===== config.mk =====
export PLATFORM = sky130hd
export DESIGN_NAME = write_back_stage
export DESIGN_NICKNAME = d
export VERILOG_FILES = /design/src/rtl/wb_pkg.sv /design/src/rtl/wb_timeout_counter.sv /design/src/rtl/write_back_stage.sv
export SDC_FILE = /design/constraint.sdc
export NUM_CORES = 1
export LEC_CHECK = 0
export ABC_AREA = 1
export CAP_MARGIN = 40
export CORE_ASPECT_RATIO = 0.6
export CORE_MARGIN = 2
export CORE_UTILIZATION = 42
export DETAILED_ROUTE_END_ITERATION = 6
export DONT_BUFFER_PORTS = 1
export GPL_TIMING_DRIVEN = 0
export PLACE_DENSITY = 0.68
export RECOVER_POWER = 25
export SLEW_MARGIN = 20
export SYNTH_ARGS = -nofsm -noshare
export SYNTH_HDL_FRONTEND = slang
export SYNTH_SLANG_ARGS = --single-unit

===== constraint.sdc =====
create_clock -name clock -period 3.8 [get_ports clock]
set_input_delay 0.19 -clock clock [delete_from_list [all_inputs] [get_ports clock]]
set_output_delay 0.19 -clock clock [all_outputs]
set_load 0.1 [all_outputs]

===== src/rtl/wb_pkg.sv =====
//------------------------------------------------------------------------------
// Module  : wb_pkg
// Brief   : Shared types and constants for the write-back stage.
// Revision: 1.0 - initial release
//------------------------------------------------------------------------------
`default_nettype none

package wb_pkg;

   localparam int REG_ADDR_W = 5;
   localparam logic [REG_ADDR_W-1:0] ZERO_REG_IDX = 5'd31;

   typedef enum logic [1:0] {
      WB_IDLE     = 2'd0,
      WB_WAIT_MEM = 2'd1,
      WB_COMMIT   = 2'd2
   } wb_state_t;

endpackage

`default_nettype wire


===== src/rtl/wb_timeout_counter.sv =====
//------------------------------------------------------------------------------
// Module  : wb_timeout_counter
// Brief   : 8-bit saturating wait counter with terminal-count flag.
// Revision: 1.0 - initial release
//------------------------------------------------------------------------------
`default_nettype none

module wb_timeout_counter #(
   parameter int MEM_TIMEOUT = 15
) (
   input  logic clk,
   input  logic rst,
   input  logic i_clear,
   input  logic i_enable,
   output logic o_terminal
);

   localparam logic [7:0] c_TERMINAL_CNT = 8'(MEM_TIMEOUT - 1);

   logic [7:0] r_count;

   always_ff @(posedge clk or posedge rst) begin
      if (rst) begin
         r_count <= 8'd0;
      end else if (i_clear) begin
         r_count <= 8'd0;
      end else if (i_enable && (r_count != 8'hFF)) begin
         r_count <= r_count + 8'd1;
      end
   end

   assign o_terminal = (r_count == c_TERMINAL_CNT);

endmodule

`default_nettype wire


===== src/rtl/write_back_stage.sv =====
//------------------------------------------------------------------------------
// Module  : write_back_stage
// Brief   : Final pipeline stage; drives the register-file write port and the
//           forwarding mirror, waiting for load data with a bounded timeout.
// Revision: 1.0 - initial release
//------------------------------------------------------------------------------
`default_nettype none

module write_back_stage
   import wb_pkg::*;
#(
   parameter int                    DATA_W      = 32,
   parameter int                    MEM_TIMEOUT = 15,
   parameter logic [REG_ADDR_W-1:0] ZERO_REG    = ZERO_REG_IDX
) (
   input  logic                  clock,
   input  logic                  reset,
   input  logic                  inValid,
   output logic                  inReady,
   input  logic                  inRegWrite,
   input  logic                  inMemToReg,
   input  logic [REG_ADDR_W-1:0] inDestReg,
   input  logic [DATA_W-1:0]     inAluResult,
   input  logic                  memDataValid,
   input  logic [DATA_W-1:0]     memData,
   output logic                  regWrite,
   output logic [REG_ADDR_W-1:0] writeRegister,
   output logic [DATA_W-1:0]     writeData,
   output logic                  fwdValid,
   output logic [REG_ADDR_W-1:0] fwdReg,
   output logic [DATA_W-1:0]     fwdData,
   output logic                  memTimeout
);

   wb_state_t             r_state;
   logic                  r_pendWr;
   logic [REG_ADDR_W-1:0] r_pendDest;

   logic                  w_accept;
   logic                  w_destWritable;
   logic                  w_terminal;
   logic                  w_cntClear;
   logic                  w_cntEnable;
   logic                  w_commitWr;
   logic [REG_ADDR_W-1:0] w_commitReg;
   logic [DATA_W-1:0]     w_commitData;

   assign inReady        = (r_state != WB_WAIT_MEM);
   assign w_accept       = inValid && inReady;
   assign w_destWritable = inRegWrite && (inDestReg != ZERO_REG);

   // Result mux: load data while waiting on memory, ALU result otherwise.
   always_comb begin
      w_commitWr   = 1'b0;
      w_commitReg  = inDestReg;
      w_commitData = inAluResult;
      if (r_state == WB_WAIT_MEM) begin
         w_commitWr   = r_pendWr && memDataValid;
         w_commitReg  = r_pendDest;
         w_commitData = memData;
      end else if (w_accept && !inMemToReg) begin
         w_commitWr   = w_destWritable;
      end
   end

   assign w_cntClear  = w_accept && inMemToReg;
   assign w_cntEnable = (r_state == WB_WAIT_MEM) && !memDataValid;

   wb_timeout_counter #(
      .MEM_TIMEOUT (MEM_TIMEOUT)
   ) u_timeout_counter (
      .clk        (clock),
      .rst        (reset),
      .i_clear    (w_cntClear),
      .i_enable   (w_cntEnable),
      .o_terminal (w_terminal)
   );

   always_ff @(posedge clock or posedge reset) begin
      if (reset) begin
         r_state       <= WB_IDLE;
         r_pendWr      <= 1'b0;
         r_pendDest    <= '0;
         regWrite      <= 1'b0;
         writeRegister <= '0;
         writeData     <= '0;
         fwdValid      <= 1'b0;
         fwdReg        <= '0;
         fwdData       <= '0;
         memTimeout    <= 1'b0;
      end else begin
         regWrite <= w_commitWr;
         fwdValid <= w_commitWr;
         if (w_commitWr) begin
            writeRegister <= w_commitReg;
            writeData     <= w_commitData;
            fwdReg        <= w_commitReg;
            fwdData       <= w_commitData;
         end

         case (r_state)
            WB_IDLE, WB_COMMIT: begin
               if (w_accept && inMemToReg) begin
                  r_state    <= WB_WAIT_MEM;
                  r_pendWr   <= w_destWritable;
                  r_pendDest <= inDestReg;
               end else if (w_accept) begin
                  r_state <= WB_COMMIT;
               end else begin
                  r_state <= WB_IDLE;
               end
            end
            WB_WAIT_MEM: begin
               // Data arriving on the terminal cycle still commits.
               if (memDataValid) begin
                  r_state <= WB_COMMIT;
               end else if (w_terminal) begin
                  r_state    <= WB_IDLE;
                  memTimeout <= 1'b1;
               end
            end
            default: r_state <= WB_IDLE;
         endcase
      end
   end

endmodule

`default_nettype wire


==> flow_metrics.env, run 1 <==
export IMPL_diodes=0
export IMPL_syn2layout_area_growth_pct=48.01
export IMPL_setup_tns_final_ns=0
export IMPL_cts_tree="done"
export IMPL_slew_viol_final=56
export IMPL_worstReg2RegStart="r_state[0]"
export IMPL_drv_cap=1
export IMPL_vias_per_cell=4.684
export IMPL_ys_seq_elements=55
export IMPL_vias=2918
export IMPL_grt_pass1_vias=2832
export IMPL_end_kind="output pin"
export IMPL_period_minus_slack_ns=2.144
export IMPL_worstPathCellList="clkbuf_1 > clkbuf_1 > buf_4"
export IMPL_route_detailed_drc=0
export IMPL_fin_skew_ns=0.004228
export IMPL_max_slew_margin_rel=-0.6370
export IMPL_die_w_um=115.8
export IMPL_htreeDepth=2
export IMPL_antenna_found_initial=0
export IMPL_critPathMostFrequentCell="clkbuf_1"
export IMPL_violations="capacitance limit, slew limit"
export IMPL_cts_root_buffer="clkbuf_16"
export IMPL_cp_max_fo=2
export IMPL_grt_max_degree=56
export IMPL_syn_area_per_cell_um2=7.293
export IMPL_synth_cell_types=21
export IMPL_outcome="finished, violations left"
export IMPL_critPathLaunchType="register"
export IMPL_hold_path_class="input pin to register"
export IMPL_worstPathRequired_ns=3.61
export IMPL_synthAdderAreaFrac=0.007943
export IMPL_synth_top_family_by_area="simple AND/OR/NAND/NOR gates"
export IMPL_placed_cell_area_um2=4473
export IMPL_nNetsFinal=595
export IMPL_synthMuxAreaShare=0
export IMPL_rsz0062_at_grt="false"
export IMPL_die_y_um=71.09
export IMPL_drt_wirelength_per_cell_um=13.82
export IMPL_cts_resized=0
export IMPL_final_common_cell="nand2_1"
export IMPL_yosys_area_share_simple=0.3650
export IMPL_io_buffer_count=0
export IMPL_core_um2=7267
export IMPL_grt_pass1_wl_mm=13.87
export IMPL_row_count=24
export IMPL_postSynthNetCount=509
export IMPL_start_util=0.4335
export IMPL_drive_above_1_share=0.2139
export IMPL_detail_route_wirelength_mm=8.612
export IMPL_worstMarginPinSlew_ns=2.442
export IMPL_synth_compound_area_frac=0.02661
export IMPL_max_freq_ghz=0.4665
export IMPL_netlist_area_um2=3151
export IMPL_drt_iter0_drc=149
export IMPL_postRouteAntennaNets=0
export IMPL_grt_use_total=0.2181
export IMPL_crit_type="register to output pin"
export IMPL_clock_latency_ns=0.29
export IMPL_io_pins=153
export IMPL_cts_made_buffers=5
export IMPL_r2r_setup_slack_ns=2.12
export IMPL_critPathArrivalTime_ns=1.95
export IMPL_design_area_um2=4663
export IMPL_gp_congestion=0.7953
export IMPL_mostFrequentLayoutCells="nand2_1, dfrtp_1, nand3_1"
export IMPL_hold_violations=0
export IMPL_synthXorXnorAreaFrac=0.005560
export IMPL_hold_depth=2
export IMPL_drt_first_pass_iters=4
export IMPL_startpoint="fwdValid"
export IMPL_dp_hpwl_mm=6.630
export IMPL_cpPeakStageDelay_ns=0.89
export IMPL_finalCritPeriodShare=0.5642
export IMPL_reg2reg_depth=8
export IMPL_dieArea_um2=8232
export IMPL_clkTransAtPathRegs_ns=0.07
export IMPL_setup_violations=0
export IMPL_overflow=0
export IMPL_ys_seq_area_frac=0.4369
export IMPL_yosysWarnings=0
export IMPL_r2r_end="fwdData[17]"
export IMPL_cts_buffer_depth=2
export IMPL_crit_end="regWrite"
export IMPL_cts_sinks=55
export IMPL_synthCells=432
export IMPL_cp_slowest_cell="clkbuf_1"
cell usage after synthesis, drive strengths merged:
library cell / instances / area share
nand2: 219 / 0.26
buf: 54 / 0.13
inv: 19 / 0.023
nand3: 47 / 0.076
or2: 2 / 0.0040
dfrtp: 55 / 0.44
xor2: 2 / 0.0056
nor2: 12 / 0.019
o21bai: 1 / 0.0024
clkbuf: 4 / 0.0048
ha: 2 / 0.0079
nor3: 2 / 0.0048
o21ai: 11 / 0.017
a21oi: 2 / 0.0068
final cells by class:
| cell class | count | area (um2) |
|---|---|---|
| repair buffers | 79 | 1206 |
| inverters | 19 | 72.57 |
| flip-flops and latches | 55 | 1376 |
| well taps | 104 | 130.1 |
| clock buffers | 6 | 138.9 |
| clock inverters | 2 | 35.03 |
| fillers | 615 | 2604 |
| multi-input cells | 300 | 1276 |
| plain buffers | 58 | 427.9 |
worst min path at each step:
stage / from / to / slack [ns]
2_1_floorplan: inDestReg[0] / r_pendDest[0] / 0.31
3_3_place_gp: inDestReg[1] / r_pendDest[1] / 0.32
5_1_grt: inDestReg[2] / r_pendDest[2] / 0.03
3_5_place_dp: reset / u_timeout_counter.r_count[3] / 0.22
6_report: inDestReg[0] / r_pendDest[0] / 0.02
4_1_cts: inDestReg[0] / r_pendDest[0] / 0.02
registers in the layout, summed over array words and instances (netlist names):
name and flops:
fwdData 32, fwdReg 5, fwdValid 1, memTimeout 1, r_pendDest 5, r_pendWr 1
r_state 2, u_timeout_counter.r_count 8
routing by layer:
layer / global-route usage / routed length, um / vias to the layer above
li1: - / - / 1466
met1: 0.3058 / 3997 / 1347
met2: 0.3502 / 4070 / 100
met3: 0.04713 / 479 / 5
met4: 0.04894 / 64 / 0
met5: 0 / 0 / -
what timing repair did:
action	CTS	global route
hold buffers	1	0
hold endpoints to repair	55	0
buffers inserted	0	0
critical path: cells and delay by family, from the launching register on:
| kind | cells | cell delay [ns] |
|---|---|---|
| buffers and inverters | 3 | 1.34 |
| flip-flops | 1 | 0.33 |
kinds of logic after synthesis:
logic type      count (synthesis)
simple gates                  282
fa+ha+maj                       2
flops                          55
buf+inv                        77
compound gates                 14
xor+xnor                        2
stage by stage:
stage / hold slack (ns) / utilization / instances / worst slack (ns)
2_1_floorplan: 0.3110 / - / 432 / 1.859
3_3_place_gp: 0.3170 / 0.4514 / 536 / 1.563
3_5_place_dp: 0.2233 / 0.6155 / 612 / 2.116
4_1_cts: 0.01912 / 0.6408 / 621 / 1.940
5_1_grt: 0.03419 / 0.6417 / 623 / 1.200
6_report: 0.02488 / 0.6417 / 623 / 1.656
Power of run 1 is not shown: default switching activity piles up to over one toggle a cycle in this logic, so the estimate is an artifact.
==> run 2, diff against run 1 <==
--- a/config.mk
+++ b/config.mk
@@ -5,7 +5,7 @@
 export SDC_FILE = /design/constraint.sdc
 export NUM_CORES = 1
 export LEC_CHECK = 0
-export ABC_AREA = 1
+export ABC_AREA = 0
 export CAP_MARGIN = 40
 export CORE_ASPECT_RATIO = 0.6
 export CORE_MARGIN = 2
==> constraint.sdc (replaced) <==
create_clock -name clock -period 2.25 [get_ports clock]
set_input_delay 0.1125 -clock clock [delete_from_list [all_inputs] [get_ports clock]]
set_output_delay 0.1125 -clock clock [all_outputs]
set_load 0.1 [all_outputs]
==> flow_metrics.env, run 2 <==
export IMPL_synth_flop_cell="dfrtp_1"
export IMPL_end_kind="register"
export IMPL_ys_seq_area_frac=0.4653
export IMPL_cts_made_buffers=5
export IMPL_cp_max_fo=10
export IMPL_design_area_um2=4553
export IMPL_synth_top_cell_by_area="dfrtp_1"
export IMPL_synthDominantCellAreaShare=0.4653
export IMPL_htreeDepth=2
export IMPL_nNetsFinal=407
export IMPL_cts_sinks=55
export IMPL_overflow=0
export IMPL_grt_pass1_vias=2275
export IMPL_period_minus_slack_ns=1.956
export IMPL_core_um2=6734
export IMPL_yosysMostFrequentCell="mux2_2"
export IMPL_cts_setup_buffers=0
export IMPL_regMostFlops="fwdData"
export IMPL_cts_root_buffer="clkbuf_16"
export IMPL_drt_wirelength_per_cell_um=16.76
export IMPL_max_slew_margin_rel=0.2524
export IMPL_cts_buffer_depth=2
export IMPL_worstPathCellList="nand2b_1 > buf_2 > nand4b_1 > o22ai_1 > buf_4 > buf_6 > mux2_2"
export IMPL_critPathArrivalTime_ns=2.13
export IMPL_outcome="completed"
export IMPL_syn2layout_area_growth_pct=53.93
export IMPL_critPathLaunchType="register"
export IMPL_hold_path_class="input pin to register"
export IMPL_synth_area_leaders="dfrtp_1, mux2_2, buf_4, mux2_1, nand3_1"
export IMPL_syn_area_per_cell_um2=12.32
export IMPL_dp_hpwl_mm=5.529
export IMPL_drt_iter0_drc=86
export IMPL_synth_cell_types=35
export IMPL_layout_setup_ws_ns=0.2937
export IMPL_grt_max_degree=56
export IMPL_postSynthNetCount=317
export IMPL_grt_use_total=0.1841
export IMPL_largest_reg_flops=32
export IMPL_dieArea_um2=7752
export IMPL_io_pins=153
export IMPL_pre_cts_ws_ns=0.1480
export IMPL_mostFrequentLayoutCells="mux2_2, dfrtp_1, buf_4, buf_16, buf_1"
export IMPL_vias_per_cell=5.072
export IMPL_hold_violations=0
export IMPL_die_y_um=69.01
export IMPL_diodes=0
export IMPL_worstPathRequired_ns=2.42
export IMPL_placed_cell_area_um2=4274
export IMPL_finalCritPeriodShare=0.8695
export IMPL_die_w_um=112.3
export IMPL_io_buffer_count=0
export IMPL_min_from="inRegWrite"
export IMPL_synthCells=240
export IMPL_slew_viol_final=0
export IMPL_setup_violations=0
export IMPL_cp_slowest_cell="dfrtp_1"
export IMPL_postRouteAntennaNets=0
export IMPL_cpPeakStageDelay_ns=0.41
export IMPL_gp_congestion=0.7762
export IMPL_whs_ns=0.03618
export IMPL_r2r_setup_slack_ns=0.29
export IMPL_grt_pass1_wl_mm=11.37
export IMPL_fin_skew_ns=0.003127
export IMPL_crit_type="register to register"
export IMPL_row_count=23
export IMPL_vias=2120
export IMPL_setup_tns_final_ns=0
export IMPL_final_common_cell="mux2_2"
export IMPL_synth_top_cells_by_count="mux2_2, dfrtp_1, buf_4, mux2_1, nand3_1"
export IMPL_detail_route_wirelength_mm=7.005
export IMPL_drt_first_pass_iters=4
export IMPL_yosysWarnings=0
export IMPL_ys_seq_elements=55
export IMPL_rsz0062_at_grt="false"
export IMPL_worstReg2RegStart="r_state[0]"
export IMPL_startpoint="r_state[0]"
export IMPL_max_freq_ghz=0.5112
export IMPL_netlist_area_um2=2958
export IMPL_reg_top3="fwdData x32, u_timeout_counter.r_count x8"
export IMPL_synth_edf_count=0
export IMPL_drive_above_1_share=0.4894
export IMPL_async_reset_ff_frac=1.000
export IMPL_route_detailed_drc=0
export IMPL_clock_latency_ns=0.29
export IMPL_cts_tree="done"
export IMPL_drv_cap=0
export IMPL_antenna_found_initial=0
export IMPL_clkTransAtPathRegs_ns=0.07
export IMPL_worstMarginPinSlew_ns=1.120
export IMPL_start_util=0.4392
## run 2: cell count changes after synthesis, sizes merged, moves of 3 or more
| cell | delta |
|---|---|
| nand2 | -212 |
| mux2 | +79 |
| nand3 | -38 |
| inv | -14 |
| nor2 | -10 |
| buf | -7 |
| clkbuf | -3 |
| o21ai | -3 |
## run 2: through the flow
| step | std cells | utilization |
|---|---|---|
| after detailed placement | 401 | 0.6347 |
| after global placement | 327 | 0.4554 |
| after CTS | 418 | 0.6761 |
| after floorplan | 240 | - |
| final | 418 | 0.6761 |
| after global routing | 418 | 0.6761 |
## run 2: final timing paths
path,end,cells past startpoint
max,fwdData[24],7
max reg2reg,fwdData[24],7
min reg2reg,r_pendDest[3],1
min in group asynchronous,fwdData[31],2
max in group asynchronous,fwdData[10],2
min,r_pendWr,2
## run 2: final cells by class
type	count	area, um2
plain buffers	48	351.6
clock buffers	6	128.9
clock inverters	2	60.06
fillers	469	2181
inverters	5	18.77
multi-input cells	132	1214
flip-flops and latches	55	1376
well taps	87	108.9
repair buffers	83	1295
## run 2: routing by layer
layer / up-vias / track usage / share of wire
li1: 992 / - / -
met1: 1008 / 0.2187 / 0.41
met2: 113 / 0.3186 / 0.48
met3: 7 / 0.06772 / 0.096
met4: 0 / 0.04472 / 0.010
met5: - / 0 / 0
## run 2: cells by family (layout without fill, tap and decap cells)
kind of cell,count (synthesis),after routing,share of synthesized area
AO/OA/AOI/OAI,21,21,0.04484
AND/OR/NAND/NOR,29,29,0.05331
buffers and inverters,53,144,0.1244
adder cells (fa/ha/maj),2,2,0.008459
flip-flops,55,55,0.4653
multiplexers,79,79,0.3008
XOR/XNOR,1,1,0.002962
## run 2: repair_timing
| action | in CTS | in global routing |
|---|---|---|
| gates resized for setup | 0 | 1 |
| hold buffers | 9 | 0 |
| endpoints found under the hold margin | 62 | 0 |
| endpoints found under the setup margin | 0 | 5 |
## run 2: worst max-delay path: cells and delay by family (launching register included)
family                 cells  cell delay (ns)
AO/OA/AOI/OAI              1             0.27
AND/OR/NAND/NOR            2             0.18
multiplexers               1             0.35
buffers and inverters      3             0.63
flip-flops                 1             0.41
Power of run 2 is left out for the same reason.
